<file path="src/rtl/rob_alloc_ctrl_pkg.sv">
// Shared ROB allocation types and constants used by the rename-side ROB id allocator.
package rob_alloc_ctrl_pkg;

    localparam int ROB_DEPTH_DFLT    = 64;
    localparam int ROB_WIDTH_DFLT    = $clog2(ROB_DEPTH_DFLT);
    // Free entries needed for ready, so ready never looks at the request pattern
    localparam int ROB_ALLOC_RESERVE = 2;

    typedef logic [ROB_WIDTH_DFLT-1:0] rob_id_t;
    typedef logic [ROB_WIDTH_DFLT:0]   rob_cnt_t;

    typedef enum logic [1:0] {
        RUN     = 2'd0,
        FLUSH   = 2'd1,
        RECOVER = 2'd2
    } rob_ctrl_state_e;

endpackage

</file>
<file path="src/rtl/rob_alloc_ctrl.sv">
// ROB id allocator: hands out up to two ids per cycle, tracks head/tail/count,
// and sequences flush recovery before allocation resumes.
module rob_alloc_ctrl
    import rob_alloc_ctrl_pkg::*;
#(
    parameter int ROB_DEPTH      = ROB_DEPTH_DFLT,
    parameter int ROB_WIDTH      = $clog2(ROB_DEPTH),
    parameter int RECOVER_CYCLES = 2
) (
    input  logic                      clk,
    input  logic                      rst_n,
    input  logic                      alloc_valid_i,
    input  logic [1:0]                alloc_req_i,
    output logic                      alloc_ready_o,
    output logic [1:0]                alloc_fire_o,
    output logic [1:0][ROB_WIDTH-1:0] alloc_rob_id_o,
    input  logic [1:0]                retire_i,
    input  logic                      flush_i,
    output logic                      flush_ack_o,
    output logic [ROB_WIDTH-1:0]      head_o,
    output logic [ROB_WIDTH-1:0]      tail_o,
    output logic [ROB_WIDTH:0]        count_o,
    output logic                      err_o
);

    localparam int CNT_W = ROB_WIDTH + 1;
    localparam int RC_W  = (RECOVER_CYCLES > 1) ? $clog2(RECOVER_CYCLES) : 1;

    rob_ctrl_state_e state_q, state_d;
    logic [RC_W-1:0]      rc_q, rc_d;
    logic [ROB_WIDTH-1:0] head_q, tail_q, tail_nx;
    logic [CNT_W-1:0]     count_q, n_fire, n_ret;
    logic                 err_q;

    always_ff @(posedge clk or negedge rst_n) begin
        if (!rst_n) begin
            state_q <= RUN;
            rc_q    <= '0;
        end else begin
            state_q <= state_d;
            rc_q    <= rc_d;
        end
    end

    always_comb begin
        state_d     = state_q;
        rc_d        = rc_q;
        flush_ack_o = 1'b0;
        case (state_q)
            RUN: begin
                if (flush_i) state_d = FLUSH;
            end
            FLUSH: begin
                if (!flush_i) begin
                    state_d = RECOVER;
                    rc_d    = RC_W'(RECOVER_CYCLES - 1);
                end
            end
            RECOVER: begin
                if (flush_i) begin
                    state_d = FLUSH;
                end else if (rc_q == '0) begin
                    flush_ack_o = 1'b1;
                    state_d     = RUN;
                end else begin
                    rc_d = rc_q - 1'b1;
                end
            end
            default: state_d = RUN;
        endcase
    end

    assign alloc_ready_o = (state_q == RUN) && !flush_i &&
                           (count_q <= CNT_W'(ROB_DEPTH - ROB_ALLOC_RESERVE));
    assign alloc_fire_o  = alloc_req_i & {2{alloc_valid_i & alloc_ready_o}};

    // Slot1 takes tail only when slot0 does not consume it
    assign alloc_rob_id_o[0] = tail_q;
    assign alloc_rob_id_o[1] = tail_q + ROB_WIDTH'(alloc_req_i[0]);

    assign n_fire  = CNT_W'(alloc_fire_o[0]) + CNT_W'(alloc_fire_o[1]);
    assign n_ret   = CNT_W'(retire_i[0]) + CNT_W'(retire_i[1]);
    assign tail_nx = tail_q + n_fire[ROB_WIDTH-1:0];

    always_ff @(posedge clk or negedge rst_n) begin
        if (!rst_n) begin
            head_q  <= '0;
            tail_q  <= '0;
            count_q <= '0;
            err_q   <= 1'b0;
        end else if (state_q != RUN || flush_i) begin
            head_q  <= '0;
            tail_q  <= '0;
            count_q <= '0;
        end else if (n_ret > count_q + n_fire) begin
            // Underflow: drop to empty at the post-allocation tail
            err_q   <= 1'b1;
            head_q  <= tail_nx;
            tail_q  <= tail_nx;
            count_q <= '0;
        end else begin
            head_q  <= head_q + n_ret[ROB_WIDTH-1:0];
            tail_q  <= tail_nx;
            count_q <= count_q + n_fire - n_ret;
        end
    end

    assign head_o  = head_q;
    assign tail_o  = tail_q;
    assign count_o = count_q;
    assign err_o   = err_q;

endmodule

</file>
<file path="config.mk">
export PLATFORM = sky130hd
export DESIGN_NAME = rob_alloc_ctrl
export DESIGN_NICKNAME = d
export VERILOG_FILES = /design/src/rtl/rob_alloc_ctrl_pkg.sv /design/src/rtl/rob_alloc_ctrl.sv
export SDC_FILE = /design/constraint.sdc
export NUM_CORES = 1
export LEC_CHECK = 0
export CORE_ASPECT_RATIO = 1.25
export CORE_MARGIN = 10
export CORE_UTILIZATION = 30
export DETAILED_ROUTE_END_ITERATION = 8
export MAX_ROUTING_LAYER = met4
export PLACE_DENSITY_LB_ADDON = 0.25
export RECOVER_POWER = 25
export SKIP_CTS_REPAIR_TIMING = 1
export SYNTH_ARGS = -nofsm -noshare
export SYNTH_HDL_FRONTEND = slang
export SYNTH_SLANG_ARGS = --single-unit
</file>
<file path="constraint.sdc">
create_clock -name clk -period 4.22 [get_ports clk]
set_clock_uncertainty 0.15 [all_clocks]
set_input_delay 1.055 -clock clk [delete_from_list [all_inputs] [get_ports clk]]
set_output_delay 1.055 -clock clk [all_outputs]
set_load 0.02 [all_outputs]
</file>
---- Word-level counts from Yosys, hierarchy flattened ----
Cells that the tools add are included.
W data, S select, Z words.
storage, ports and cells
  bits in registers ....................... 23
  bits in latches ......................... 0
  memory bits (writable) .................. 0
  memory bits (read-only) ................. 0
  bits of input ports ..................... 8
  output and inout bits ................... 36
  word-level logic and storage cells ...... 52
  memories kept ........................... 0
cells by class
  $add $sub $neg .......................... 8
  multipliers ............................. 0
  div/mod/pow operators ................... 0
  $lt $le $gt $ge ......................... 2
  eq/ne operators ......................... 6
  shift operators ......................... 0
  mux-type cells .......................... 17
  bitwise logic cells ..................... 3
  reduce and logical (&&, ||, !) cells .... 10
operator list
  cell                  count
  $mux W6               3
  $mux W7               2
  $add A6 B2 Y6         2
  $mux W2               4
  $add A7 B2 Y7         1
  $gt A2 B7 Y1          1
  $le A7 B6 Y1 const B  1
  $sub A7 B2 Y7         1
  $add A6 B1 Y6         1
  $mux W1               6
  $ne A2 B2 Y1 const B  3
  $pmux W2 S3           1
  $reduce_and A3 Y1     2
  $add A1 B1 Y2         2
  $reduce_bool A2 Y1    2
  $ne A3 B3 Y1 const B  1
  $and A2 B2 Y2         1
  $eq A2 B1 Y1 const B  1
  $eq A2 B2 Y1 const B  1
  $logic_and A1 B1 Y1   2
  $logic_not A2 Y1      1
  $pmux W1 S2           1
  $reduce_and A2 Y1     1
  $and A1 B1 Y1         1
  other kinds (4)       4

---- Logic depth before layout (Yosys ltp) ----
  word-level depth ........................ 10
  mapped depth ............................ 14
  depth with buffers taken out ............ 13

---- Worst setup path before layout ----
No wires, ideal clock.
  path kind ............................... input port to flip-flop
  start ................................... input port flush_i
  end ..................................... register head_q[2], in the netlist head_o[2]
  library setup time ...................... 125 ps
  arrival ................................. 4,831 ps
  data required time ...................... 3,945 ps
  setup slack ............................. -885 ps
  stages on the path ...................... 13
  path buffers ............................ 1
  path through ............................ or3_1 -> clkbuf_1 -> a311oi_1 -> and3_1 -> ha_1 -> ha_1 -> fa_1 -> ha_1 -> nor2b_1 -> nor3_4 -> nand3_2 -> nor3_4 -> mux2_2
on the way
  cells in the longest elaborated chain, start to end .. 10
  elaborated cells on any way between the ends .. 12
  classes of those cells .................. 3 x add/sub; 1 x order compare; 2 x mux; 2 x bitwise; 4 x reduce/logical
ends and longest elaborated chain
  item                                RTL line               text
  start, declared                     rob_alloc_ctrl.sv:18   input logic flush_i,
  $logic_not A1 Y1 *                  rob_alloc_ctrl.sv:73   assign alloc_ready_o = (state_q == RUN) && !flush_i &&
  $logic_and A1 B1 Y1 * (2 in a row)  rob_alloc_ctrl.sv:73
  named net alloc_ready_o             rob_alloc_ctrl.sv:14   output logic alloc_ready_o,
  $and A1 B1 Y1 *                     rob_alloc_ctrl.sv:75   assign alloc_fire_o = alloc_req_i & {2{alloc_valid_i & alloc_ready_o}};
  $and A2 B2 Y2 *                     rob_alloc_ctrl.sv:75
  named net alloc_fire_o[0]           rob_alloc_ctrl.sv:15   output logic [1:0] alloc_fire_o,
  $add A1 B1 Y2 *                     rob_alloc_ctrl.sv:81   assign n_fire = CNT_W'(alloc_fire_o[0]) + CNT_W'(alloc_fire_o[1]);
  $add A7 B2 Y7                       rob_alloc_ctrl.sv:95   end else if (n_ret > count_q + n_fire) begin
  $gt A2 B7 Y1                        rob_alloc_ctrl.sv:95
  $mux W6 *                           rob_alloc_ctrl.sv:95
  $mux W6 *                           rob_alloc_ctrl.sv:91   end else if (state_q != RUN || flush_i) begin
  end signal, assigned                rob_alloc_ctrl.sv:98   head_q <= tail_nx;
  end signal, assigned                rob_alloc_ctrl.sv:102  head_q <= head_q + n_ret[ROB_WIDTH-1:0];
  end, declared                       rob_alloc_ctrl.sv:31   logic [ROB_WIDTH-1:0] head_q, tail_q, tail_nx;
The timed path passes the listed nets; every way through them passes the cells marked *.
A chain may end at the register's enable or synchronous reset.

---- Worst setup path in the final report ----
  start ................................... input port flush_i
  end ..................................... register head_q[5], in the netlist head_o[5]
on the way
  cells in the longest elaborated chain, start to end .. 10
  elaborated cells on any way between the ends .. 12
  classes of those cells .................. 3 x add/sub; 1 x order compare; 2 x mux; 2 x bitwise; 4 x reduce/logical
ends and longest elaborated chain
  item                              RTL line
  $logic_not A1 Y1                  rob_alloc_ctrl.sv:73
  $logic_and A1 B1 Y1 (2 in a row)  rob_alloc_ctrl.sv:73
  $and A1 B1 Y1                     rob_alloc_ctrl.sv:75
  $and A2 B2 Y2                     rob_alloc_ctrl.sv:75
  $add A1 B1 Y2                     rob_alloc_ctrl.sv:81
  $add A7 B2 Y7                     rob_alloc_ctrl.sv:95
  $gt A2 B7 Y1                      rob_alloc_ctrl.sv:95
  $mux W6                           rob_alloc_ctrl.sv:95
  $mux W6 *                         rob_alloc_ctrl.sv:91
Mark *: on every way between the ends. The rest lies on a longest branch, timed or not.

==> run_summary.xml <==
<?xml version="1.0" encoding="UTF-8"?>
<metrics>
  <group name="detailed_routing">
    <metric name="detailroute.via_count" unit="">1247</metric>
    <metric name="antenna_left" unit="">0</metric>
    <metric name="first_iter_violations" unit="">38</metric>
    <metric name="viasPerCell" unit="">4.62</metric>
    <metric name="postRouteWirelength" unit="mm">4.06</metric>
    <metric name="drtPass1Iterations" unit="">3</metric>
    <metric name="avgRoutedWirePerCell" unit="um">15.0</metric>
    <metric name="drc" unit="">0</metric>
  </group>
  <group name="cells_and_area">
    <metric name="layout.nets" unit="">233</metric>
    <metric name="fill_cells" unit="">484</metric>
    <metric name="layout-area-overhead-vs-synth" unit="%">48.0</metric>
    <metric name="final_layout_size_suffix_gt1_share" unit="%">26.4</metric>
    <metric name="diodes" unit="">0</metric>
  </group>
  <group name="run_status">
    <metric name="failed_checks" unit="">negative setup slack</metric>
    <metric name="run_status" unit="">complete, but fails checks</metric>
  </group>
  <group name="synth">
    <metric name="post-synth-top-area-fraction" unit="%">36.2</metric>
    <metric name="postSynth.asyncResetShare" unit="%">100</metric>
    <metric name="synth.distinct_cells" unit="">39</metric>
    <metric name="largest_cells_by_area_after_synthesis" unit="">sky130_fd_sc_hd__dfrtp_1 36%, sky130_fd_sc_hd__ha_1 9.4%, sky130_fd_sc_hd__xnor2_1 6.1%, sky130_fd_sc_hd__fa_1 5.0%, sky130_fd_sc_hd__xor2_1 4.4%</metric>
    <metric name="mappedNetlistNets" unit="">175</metric>
    <metric name="yosys_top_cell_by_area" unit="">sky130_fd_sc_hd__dfrtp_1</metric>
    <metric name="synth_sequential_area_ratio" unit="%">36.2</metric>
    <metric name="yosysWarnings" unit="">0</metric>
    <metric name="synthesized_instance_count" unit="">151</metric>
    <metric name="postSynthAreaPerCell" unit="um2">10.5</metric>
    <metric name="syn_area" unit="um2">1590</metric>
    <metric name="ys_seq_elements" unit="">23</metric>
    <metric name="ys.flop_type" unit="">sky130_fd_sc_hd__dfrtp_1</metric>
    <metric name="synth-edff-count" unit="">0</metric>
  </group>
  <group name="critical_path">
    <metric name="setup.worst_path.end_class" unit="">register</metric>
    <metric name="ff2ff_setup_slack" unit="ns">0.27</metric>
    <metric name="timing.critical_path.max_delay_family" unit="">simple AND/OR/NAND/NOR gates</metric>
    <metric name="criticalPathCategory" unit="">input port to register</metric>
    <metric name="regToRegEndpoint" unit="">head_o[5]$_DFF_PN0_</metric>
    <metric name="cp.buffers_inverters" unit="">2</metric>
    <metric name="cp_launch_type" unit="">input port</metric>
    <metric name="wp_data_required" unit="ns">4.23</metric>
    <metric name="worst_reg_to_reg_cells" unit="">13</metric>
    <metric name="worst_r2r_startpoint" unit="">state_q[0]$_DFFE_PN0P_</metric>
    <metric name="worstPathCellList" unit="">buf_6, or3_4, a311oi_4, and3_4, ha_4, ha_4, fa_1, ha_1, nor2b_4, nor3_4, nand3_2, nor3_4, buf_6, mux2_4</metric>
    <metric name="timing.critical_path.slowest_cell_delay" unit="ns">0.47</metric>
    <metric name="cp_slowest_cell" unit="">sky130_fd_sc_hd__fa_1</metric>
    <metric name="critPathMaxFanout" unit="">5</metric>
    <metric name="cp.arrival" unit="ns">4.37</metric>
  </group>
  <group name="timing">
    <metric name="final-hold-violation-count" unit="">0</metric>
    <metric name="grt_setup_unrepaired" unit="">true</metric>
    <metric name="worst_slew_pin_slew" unit="ns">1.05</metric>
    <metric name="final_min_period_over_clock_period" unit="%">103</metric>
    <metric name="worst_slack" unit="ns">-0.138</metric>
    <metric name="slew-limit-headroom" unit="%">29.9</metric>
    <metric name="setup_viol" unit="">11</metric>
    <metric name="final-max-slew-violation-count" unit="">0</metric>
    <metric name="totalNegativeSetupSlack" unit="ns">-0.839</metric>
    <metric name="fmax" unit="MHz">229</metric>
    <metric name="timing.final.crit_period" unit="ns">4.36</metric>
  </group>
  <group name="power">
    <metric name="power.switching_fraction" unit="%">33.8</metric>
    <metric name="powerDensity" unit="nW/um2">293</metric>
    <metric name="power.total" unit="mW">0.690</metric>
    <metric name="p_int" unit="mW">0.457</metric>
    <metric name="combPwrFrac" unit="%">43.1</metric>
    <metric name="seq_power_share" unit="%">36.5</metric>
    <metric name="maximum_vdd_drop" unit="mV">0.135</metric>
    <metric name="pwr-share-clk" unit="%">20.4</metric>
    <metric name="leakagePower" unit="nW">1.01</metric>
    <metric name="switching_power" unit="mW">0.233</metric>
  </group>
  <group name="global_routing">
    <metric name="grt_max_degree" unit="">24</metric>
    <metric name="grt-ovfl-total" unit="">0</metric>
    <metric name="grt_util_all_layers" unit="%">9.84</metric>
    <metric name="first_global_vias" unit="">1443</metric>
    <metric name="antenna_found_initial" unit="">0</metric>
    <metric name="grt_pass1_wl" unit="mm">6.88</metric>
  </group>
  <group name="placement">
    <metric name="gpl.final_weighted_congestion" unit="">0.767</metric>
    <metric name="hpwlAfterDp" unit="mm">3.38</metric>
    <metric name="dp_worst_setup_slack" unit="ns">-0.698</metric>
    <metric name="numPortBuffers" unit="">43</metric>
  </group>
  <group name="job">
    <metric name="maxCapViolCount" unit="">0</metric>
  </group>
  <group name="clocking">
    <metric name="cts-root-buf" unit="">sky130_fd_sc_hd__clkbuf_8</metric>
    <metric name="numClockSinks" unit="">23</metric>
    <metric name="cts-htree-levels" unit="">1</metric>
    <metric name="cts_tree" unit="">built</metric>
    <metric name="cts_inserted_buffers" unit="">3</metric>
    <metric name="deepest_clock_path_buffer_count" unit="">2</metric>
    <metric name="worstSkewPairLatency" unit="ns">0.26</metric>
    <metric name="path_clk_slew" unit="ns">0.09</metric>
  </group>
  <group name="hold_path">
    <metric name="min_path_type" unit="">register to register</metric>
    <metric name="worst_hold_startpoint" unit="">err_o$_DFFE_PN0P_</metric>
    <metric name="min_delay_path_depth" unit="">1</metric>
    <metric name="hold_path_endpoint" unit="">err_o$_DFFE_PN0P_</metric>
  </group>
  <group name="floorplanning">
    <metric name="fp.dieH" unit="um">101</metric>
    <metric name="core" unit="um2">5120</metric>
    <metric name="initial_utilization" unit="%">31.1</metric>
    <metric name="i_o_pin_count" unit="">44</metric>
    <metric name="rows" unit="">29</metric>
    <metric name="floorplan.die_area" unit="um2">8640</metric>
    <metric name="die_extent_in_x" unit="um">85.1</metric>
  </group>
</metrics>
[worst max-delay path by stage]
stage             from                   to  cells past startpoint
6_report       flush_i  head_o[5]$_DFF_PN0_                     14
5_1_grt        flush_i  head_o[4]$_DFF_PN0_                     14
4_1_cts        flush_i  head_o[0]$_DFF_PN0_                     14
3_5_place_dp   flush_i  head_o[0]$_DFF_PN0_                     14
3_3_place_gp   flush_i  head_o[4]$_DFF_PN0_                     13
2_1_floorplan  flush_i  head_o[2]$_DFF_PN0_                     13
[final cells by class]
| class | count | area [um2] | share of cell area, % |
|---|---|---|---|
| Multi-Input combinational cell | 110 | 1030 | 43.8 |
| Timing Repair Buffer | 64 | 597 | 25.3 |
| Sequential cell | 23 | 576 | 24.4 |
| Tap cell | 62 | 77.6 | 3.29 |
| Clock buffer | 3 | 41.3 | 1.75 |
| Inverter | 7 | 26.3 | 1.12 |
| Clock inverter | 1 | 7.51 | 0.319 |
[registers in the layout (all words and copies together) (netlist names)]
name	cells
head_o	6
tail_o	6
count_o	7
err_o	1
state_q	2
rc_q	1
[power by group through the flow]
stage / clock network (mW) / registers, mW / logic, mW
after floorplan: 0 / 0.267 / 0.162
after global placement: 0 / 0.255 / 0.264
after detailed placement: 0 / 0.256 / 0.269
after CTS: 0.144 / 0.252 / 0.271
after global routing: 0.157 / 0.254 / 0.324
final: 0.140 / 0.252 / 0.298
[cells in the mapped netlist (3+ instances only)]
master and instances:
sky130_fd_sc_hd__dfrtp_1 23, sky130_fd_sc_hd__ha_1 12, sky130_fd_sc_hd__nor2_1 11, sky130_fd_sc_hd__xnor2_1 11
sky130_fd_sc_hd__nand2_1 9, sky130_fd_sc_hd__nand3_1 8, sky130_fd_sc_hd__xor2_1 8, sky130_fd_sc_hd__inv_1 7
sky130_fd_sc_hd__buf_4 6, sky130_fd_sc_hd__nor3_1 5, sky130_fd_sc_hd__a21oi_1 4, sky130_fd_sc_hd__fa_1 4
sky130_fd_sc_hd__mux2_2 4, sky130_fd_sc_hd__clkbuf_1 3, sky130_fd_sc_hd__nor2b_1 3
[per-layer routing]
metal  vias up  global-route usage (%)  part of all wire [%]
li1        626                       -                     -
met1       593                    11.0                    43
met2        26                    16.9                    51
met3         2                    2.57                   5.3
met4         0                    2.66                  0.67
met5         -                       -                     0
[per-stage QoR]
| step | hold slack, ns | instances | area, um2 | util [%] |
|---|---|---|---|---|
| 2_1_floorplan | 0.343 | 151 | 1700 | - |
| 3_3_place_gp | 0.306 | 263 | 2250 | 44.0 |
| 3_5_place_dp | 0.307 | 263 | 2250 | 44.0 |
| 6_report | 0.323 | 270 | 2360 | 46.1 |
| 4_1_cts | 0.333 | 267 | 2300 | 44.9 |
| 5_1_grt | 0.355 | 270 | 2360 | 46.1 |
[cells by family after synthesis]
logic type	after synthesis	synth area share, %
buffers and inverters	18	6.60
DFF	23	36.2
adders and majority gates	16	14.5
xor gates and xnor gates	21	12.5
muxes	6	4.09
and+or+nand+nor	53	19.7
AOI/OAI and AO/OA	14	6.53
[cells in the final DEF (no fill, tap or decap), drive strengths merged, types with 9 or more instances in the layout]
master	n
buf	22
clkdlybuf4s50	42
dfrtp	23
ha	12
nand2	9
nand3	10
nor2	11
xnor2	12
xor2	9
(Power assumes the default switching activity.)
